<file path="src/rtl/sseg_scan_ctrl_if.sv">
// rtl/sseg_scan_ctrl_if.sv - frame write handshake between a requester and sseg_scan_ctrl
interface sseg_scan_ctrl_if;
  logic        wr_valid;
  logic [55:0] wr_data;
  logic        ready;

  modport master (
    output wr_valid,
    output wr_data,
    input  ready
  );

  modport slave (
    input  wr_valid,
    input  wr_data,
    output ready
  );
endinterface

</file>
<file path="src/rtl/sseg_scan_ctrl.sv">
// rtl/sseg_scan_ctrl.sv - 8-digit seven-segment scan controller with double-buffered frames
// Define SSEG_DIM_EN to add the brightness port and PWM anode dimming.
module sseg_scan_ctrl #(
  parameter int DIV_BITS = 17
) (
  input  logic                   clk,
  input  logic                   reset,
  sseg_scan_ctrl_if.slave        wr,
`ifdef SSEG_DIM_EN
  input  logic [2:0]             brightness,
`endif
  output logic [6:0]             sseg,
  output logic [7:0]             an,
  output logic                   frame_tick
);

  logic [DIV_BITS-1:0] presc_q, presc_d;
  logic [2:0]          digit_q, digit_d;
  logic                pending_q, pending_d;
  logic [55:0]         active_q, active_d;
  logic [55:0]         shadow_q, shadow_d;
  logic [7:0]          an_q, an_d;
  logic [6:0]          sseg_q, sseg_d;
  logic                tick_q, tick_d;

  logic slot_end;
  logic frame_end;
  logic xfer;
  logic lit;

  assign wr.ready = ~pending_q;

  always_comb begin
    slot_end  = &presc_q;
    frame_end = slot_end && (digit_q == 3'd7);
    xfer      = wr.wr_valid && !pending_q;

    presc_d   = presc_q + DIV_BITS'(1);
    digit_d   = slot_end ? digit_q + 3'd1 : digit_q;

    active_d  = active_q;
    shadow_d  = shadow_q;
    pending_d = pending_q;

    // Commit needs pending=1 and a transfer needs pending=0, so a transfer on
    // a boundary cycle waits for the following boundary.
    if (frame_end && pending_q) begin
      active_d  = shadow_q;
      pending_d = 1'b0;
    end else if (xfer) begin
      shadow_d  = wr.wr_data;
      pending_d = 1'b1;
    end

`ifdef SSEG_DIM_EN
    lit = (presc_q[DIV_BITS-1 -: 3] <= brightness);
`else
    lit = 1'b1;
`endif

    an_d   = lit ? ~(8'd1 << digit_q) : 8'hFF;
    sseg_d = active_q[7*digit_q +: 7];
    tick_d = frame_end;
  end

  always_ff @(posedge clk) begin
    if (reset) begin
      presc_q   <= '0;
      digit_q   <= 3'd0;
      pending_q <= 1'b0;
      active_q  <= '1;
      shadow_q  <= '1;
      an_q      <= 8'hFF;
      sseg_q    <= 7'h7F;
      tick_q    <= 1'b0;
    end else begin
      presc_q   <= presc_d;
      digit_q   <= digit_d;
      pending_q <= pending_d;
      active_q  <= active_d;
      shadow_q  <= shadow_d;
      an_q      <= an_d;
      sseg_q    <= sseg_d;
      tick_q    <= tick_d;
    end
  end

  assign an         = an_q;
  assign sseg       = sseg_q;
  assign frame_tick = tick_q;

endmodule

</file>
<file path="src/flat_wrapper.sv">
// flat-port wrapper written by rule: the top's interface ports become plain ports
module sseg_scan_ctrl_flat 
#(
  parameter int DIV_BITS = 17
)
  (clk, reset, sseg, an, frame_tick, wr_wr_valid, wr_wr_data, wr_ready);
  sseg_scan_ctrl_if wr_i ();
  input  logic clk;
  input  logic reset;
  output logic [6:0] sseg;
  output logic [7:0] an;
  output logic frame_tick;
  input wire logic [$bits(wr_i.wr_valid)-1:0] wr_wr_valid;
  input wire logic [$bits(wr_i.wr_data)-1:0] wr_wr_data;
  output wire logic [$bits(wr_i.ready)-1:0] wr_ready;
  assign wr_i.wr_valid = wr_wr_valid;
  assign wr_i.wr_data = wr_wr_data;
  assign wr_ready = wr_i.ready;
  sseg_scan_ctrl #(.DIV_BITS(DIV_BITS)) u_core (.clk(clk), .reset(reset), .wr(wr_i), .sseg(sseg), .an(an), .frame_tick(frame_tick));
endmodule
</file>
<file path="config.mk">
export PLATFORM = sky130hd
export DESIGN_NAME = sseg_scan_ctrl_flat
export DESIGN_NICKNAME = d
export VERILOG_FILES = /design/src/rtl/sseg_scan_ctrl_if.sv /design/src/rtl/sseg_scan_ctrl.sv /design/src/flat_wrapper.sv
export SDC_FILE = /design/constraint.sdc
export NUM_CORES = 1
export LEC_CHECK = 0
export BUFFER_PORTS_ARGS = -buffer_cell sky130_fd_sc_hd__buf_4
export CAP_MARGIN = 30
export CORE_MARGIN = 8
export CORE_UTILIZATION = 55
export CTS_CLUSTER_SIZE = 25
export DETAILED_ROUTE_END_ITERATION = 12
export MAX_ROUTING_LAYER = met4
export PLACE_DENSITY = 0.76
export SLEW_MARGIN = 20
export SYNTH_ARGS = -nofsm -noshare
export SYNTH_HDL_FRONTEND = slang
export SYNTH_SLANG_ARGS = --single-unit
</file>
<file path="constraint.sdc">
create_clock -name clk -period 3.25 [get_ports clk]
set_input_delay 0.1625 -clock clk [delete_from_list [all_inputs] [get_ports clk]]
set_output_delay 0.1625 -clock clk [all_outputs]
set_load 0.005 [all_outputs]
</file>
# == After elaboration in Yosys (flattened, before gate mapping) ==
# Index checks and enable logic that the tools add are counted.
# op_classes
add_sub_neg,2
multipliers,1
div_mod_pow,0
order_cmp,0
n_eq_ne,1
shift,2
muxes,0
bitwise_logic,3
reduce_logical,7
# ops
operator,count
$shiftx 56x7->7,1
$add 17x1->17 const B,1
$reduce_and 17->1,1
$not 8->8,1
$shl 1x3->8 const A,1
$mul 3x3->6 const A,1
$add 3x1->3 const B,1
$eq 3x3->1 const B,1
$logic_and 1x1->1,3
$not 1->1,2
$reduce_and 2->1,1
$reduce_or 2->1,1
$logic_not 1->1,1
# totals
regBits,149
latchBits,0
ramBits,0
rom_bits,0
inputBits,59
output_inout_bits,17
memories,0

# == Longest topological paths before layout ==
# depth
word_depth,5
depth_mapped,10
mapped_depth_nobuf,7

# == Least setup slack after synthesis ==
# No wires, ideal clock.
# synth_path
path_type,register -> register
start,register u_core.presc_q[0]
end,register u_core.active_q[26]
setup_ns,0.062
arrival_ns,2.160
required_ns,3.188
slack_ns,1.028
stages_incl_launch_ff,11
path_buffers,3
period_less_slack_ns,2.222
path_cell_list,dfxtp_1 > ha_1 > nand4_4 > nor4_1 > ha_1 > clkbuf_1 > and3_1 > buf_2 > buf_2 > nand2_1 > nand3b_1
# synth_via
elab_chain_len,3
# synth_rtl
element,line,text
start: declaration,sseg_scan_ctrl.sv:17,"logic [DIV_BITS-1:0] presc_q, presc_d;"
start signal: assignment,sseg_scan_ctrl.sv:77,presc_q <= presc_d;
$reduce_and 17->1,sseg_scan_ctrl.sv:34,slot_end = &presc_q;
named net u_core.slot_end,sseg_scan_ctrl.sv:26,logic slot_end;
$logic_and 1x1->1,sseg_scan_ctrl.sv:35,frame_end = slot_end && (digit_q == 3'd7);
$logic_and 1x1->1,sseg_scan_ctrl.sv:47,if (frame_end && pending_q) begin
end signal: assignment,sseg_scan_ctrl.sv:80,active_q <= active_d;
end: declaration,sseg_scan_ctrl.sv:20,"logic [55:0] active_q, active_d;"
# The timed path passes the listed nets, and every way through them passes these cells.
# A chain may end at the register's enable or synchronous reset.

# == Worst setup path after layout ==
# layout_path
start,register u_core.presc_q[0]
end,register u_core.active_q[24]
# The elaborated chain is that of the path after synthesis.

==> metrics <==
Hold WC Path Type in2reg; Detail Route Antenna Nets 0; GP Congestion between 0.7 and 0.8; # DRC 0; H-tree depth 4; RSZ-0062 raised after global routing no; routed vias/inst 5.413; EDFF count, synth 0; Global Route Usage Sum 0.2045; largest cells by area after synthesis dfxtp_1, a211o_1, nand2_1, nand3b_1, nor2b_1; share of synthesized registers carrying an async set or reset 0; Critical-path top delay cell and3_2; area of the multi-input gates ~2700 µm²; hpwl dp approximately 8800 µm; IO Pins between 70 and 80; Power Density between 500 and 600 nW/µm²; CP arrival between 3 and 4 ns; commonest non-fill, non-tap cell in the layout dfxtp_1; final hold slack slightly below 0.06 ns; max_cap viols 0; Synth Area per Inst between 9 and 10 µm²; Worst path max stage delay 0.44 ns; cts bufs inserted 17; total routed wirelength approximately 14,000 µm; maximum clock path buffer count 2; number of diodes 0; Stages on worst setup path 8; register area between 2000 and 3000 µm²; post-synthesis cell area 5949 µm²; Worst-Margin Slew 0.6022 ns; DRT Pass-1 Iters 5; Final Non-Filler Cells between 800 and 900; DP Cell Count 803; Die Y 120.0 µm; Filler Cell Count between 700 and 800; Root Driver clkbuf_8; FP Rows 38; sequential-to-total area share from yosys stat 0.5014; initial antenna violation count 0; critical path, cell by cell ha_1, nand4_4, nor4_1, ha_1, and3_2, buf_4, nand2_1, nand3b_1; Final Hold Violating Endpoints 0; register bit total from synthesis between 100 and 150; die width 120.0 µm; Yosys top cell area share 0.5014; status finished, final reports clean; Period minus WS final 2.552 ns; Pleak about 3.2 nW; area delta synth->final 30.66%; routed len/inst around 15 µm; DR vias 4,828; vias in the first global route 4,975; Startpoint Class flop; Remaining Overflow, GRT 0; Tcrit/Tclk final 0.7853; Crit. End Element flop; Buffers on Ports 75; clk_skew between 0.005 and 0.006 ns; total die area between 10,000 and 15,000 µm²; Slew headroom 0.5977; TritonCTS clock tree yes; global-route wire length before repair about 23,000 µm; Cells after Synth around 630; Max Freq between 300 and 400 MHz; Crit path required time 3.71 ns; largest net degree at the start of global routing 79; starting density of the core 0.5561; Slew Viols, Final 0; Net Count, Synth 695; latest clock arrival within the worst-skew pair ~0.52 ns; Worst-path clk slew approximately 0.060 ns; final setup vio count 0; Core Area approximately 11,000 µm²; Yosys cell types 33; setup tns final 0 ns; Main synth FF type dfxtp_1; pre-CTS setup slack roughly 0.74 ns; utilization after layout 0.7267; worst path bufs/invs 1; Sink Count approximately 150; crit-path max FO 16; Iteration-0 DRC Markers 406; hold path depth 2; setup ws final between 0.6 and 0.7 ns; ratio of cells with drive above 1 in the final layout 0.1636; most frequent cells in the layout dfxtp_1, nand2_1, buf_4; R2R depth 8; NumNets Final 806; postcts setup bufs 0; Max VDD drop about 0.0004 V; CP delay by family, top simple AND/OR/NAND/NOR gates; dominant cell type by area after synthesis dfxtp_1; most common cell type on the critical path ha_1; WS Path Type reg2reg; Yosys warnings 0
-- layer usage --
metal  track usage  up-vias  share of wire
li1              -     2389              -
met2        0.3409      115           0.51
met3       0.05355       20          0.048
met1        0.2300     2304           0.42
met4       0.08119        0          0.018
met5             -        -              0
-- power breakdown --
group | switching (W) | internal (W) | total, W
Clock | 0.000703 | 0.00127 | 0.00197
Combinational | 0.000113 | 0.000178 | 0.000292
Sequential | 0.0000346 | 0.00189 | 0.00192
Total | 0.000851 | 0.00333 | 0.00419
-- final timing paths --
path	start	to	slack, ns
max	u_core.presc_q[0]	u_core.active_q[24]	0.70
min reg2reg	u_core.shadow_q[49]	u_core.active_q[49]	0.46
min	reset	u_core.presc_q[0]	0.06
max reg2reg	u_core.presc_q[0]	u_core.active_q[24]	0.70
-- layout make-up --
cell class / count / share of cell area
repair buffers: 140 / 0.1577
well taps: 140 / 0.02253
multi-input cells: 423 / 0.3536
inverters: 8 / 0.003863
flip-flops and latches: 149 / 0.3837
clock buffers: 24 / 0.06309
clock inverters: 8 / 0.01545
-- logic make-up after synthesis --
kind of cell / synth area share
adder cells (fa/ha/maj): 0.01683
AND/OR/NAND/NOR: 0.2572
buffers and inverters: 0.03891
AO/OA/AOI/OAI: 0.1253
XOR/XNOR: 0.005890
multiplexers: 0.05447
flip-flops: 0.5014
-- through the flow --
step	instance area (µm²)	total power, W
CTS	7774	0.004218
floorplan	5949	0.002100
finish	7774	0.004186
detailed placement	6593	0.002195
global route	7774	0.004351
global placement	6565	0.002183
-- what timing repair did --
item                      CTS  global route
gates resized for setup     0             0
hold buffers               57             0
hold endpoints to repair   57             0
-- cell usage after synthesis (3+ instances only) --
library cell,instances
dfxtp_1,149
nand2_1,120
nor2b_1,63
a211o_1,56
nand3b_1,56
clkbuf_1,29
mux2i_1,29
buf_2,17
nor2_1,16
a22oi_1,14
a21oi_1,8
ha_1,8
inv_1,8
a21o_1,7
nand3_1,6
nand4_1,5
nor4_1,4
o21ai_0,4
o31ai_1,4
or4_1,4
mux2_2,3
-- state kept, by name (all words and copies together) (netlist names) --
register	cells
u_core.active_q	56
u_core.shadow_q	56
u_core.presc_q	17
u_core.an	8
u_core.sseg	7
u_core.digit_q	3
u_core.frame_tick	1
u_core.pending_q	1
No activity file was read; power rests on OpenSTA's default activity.
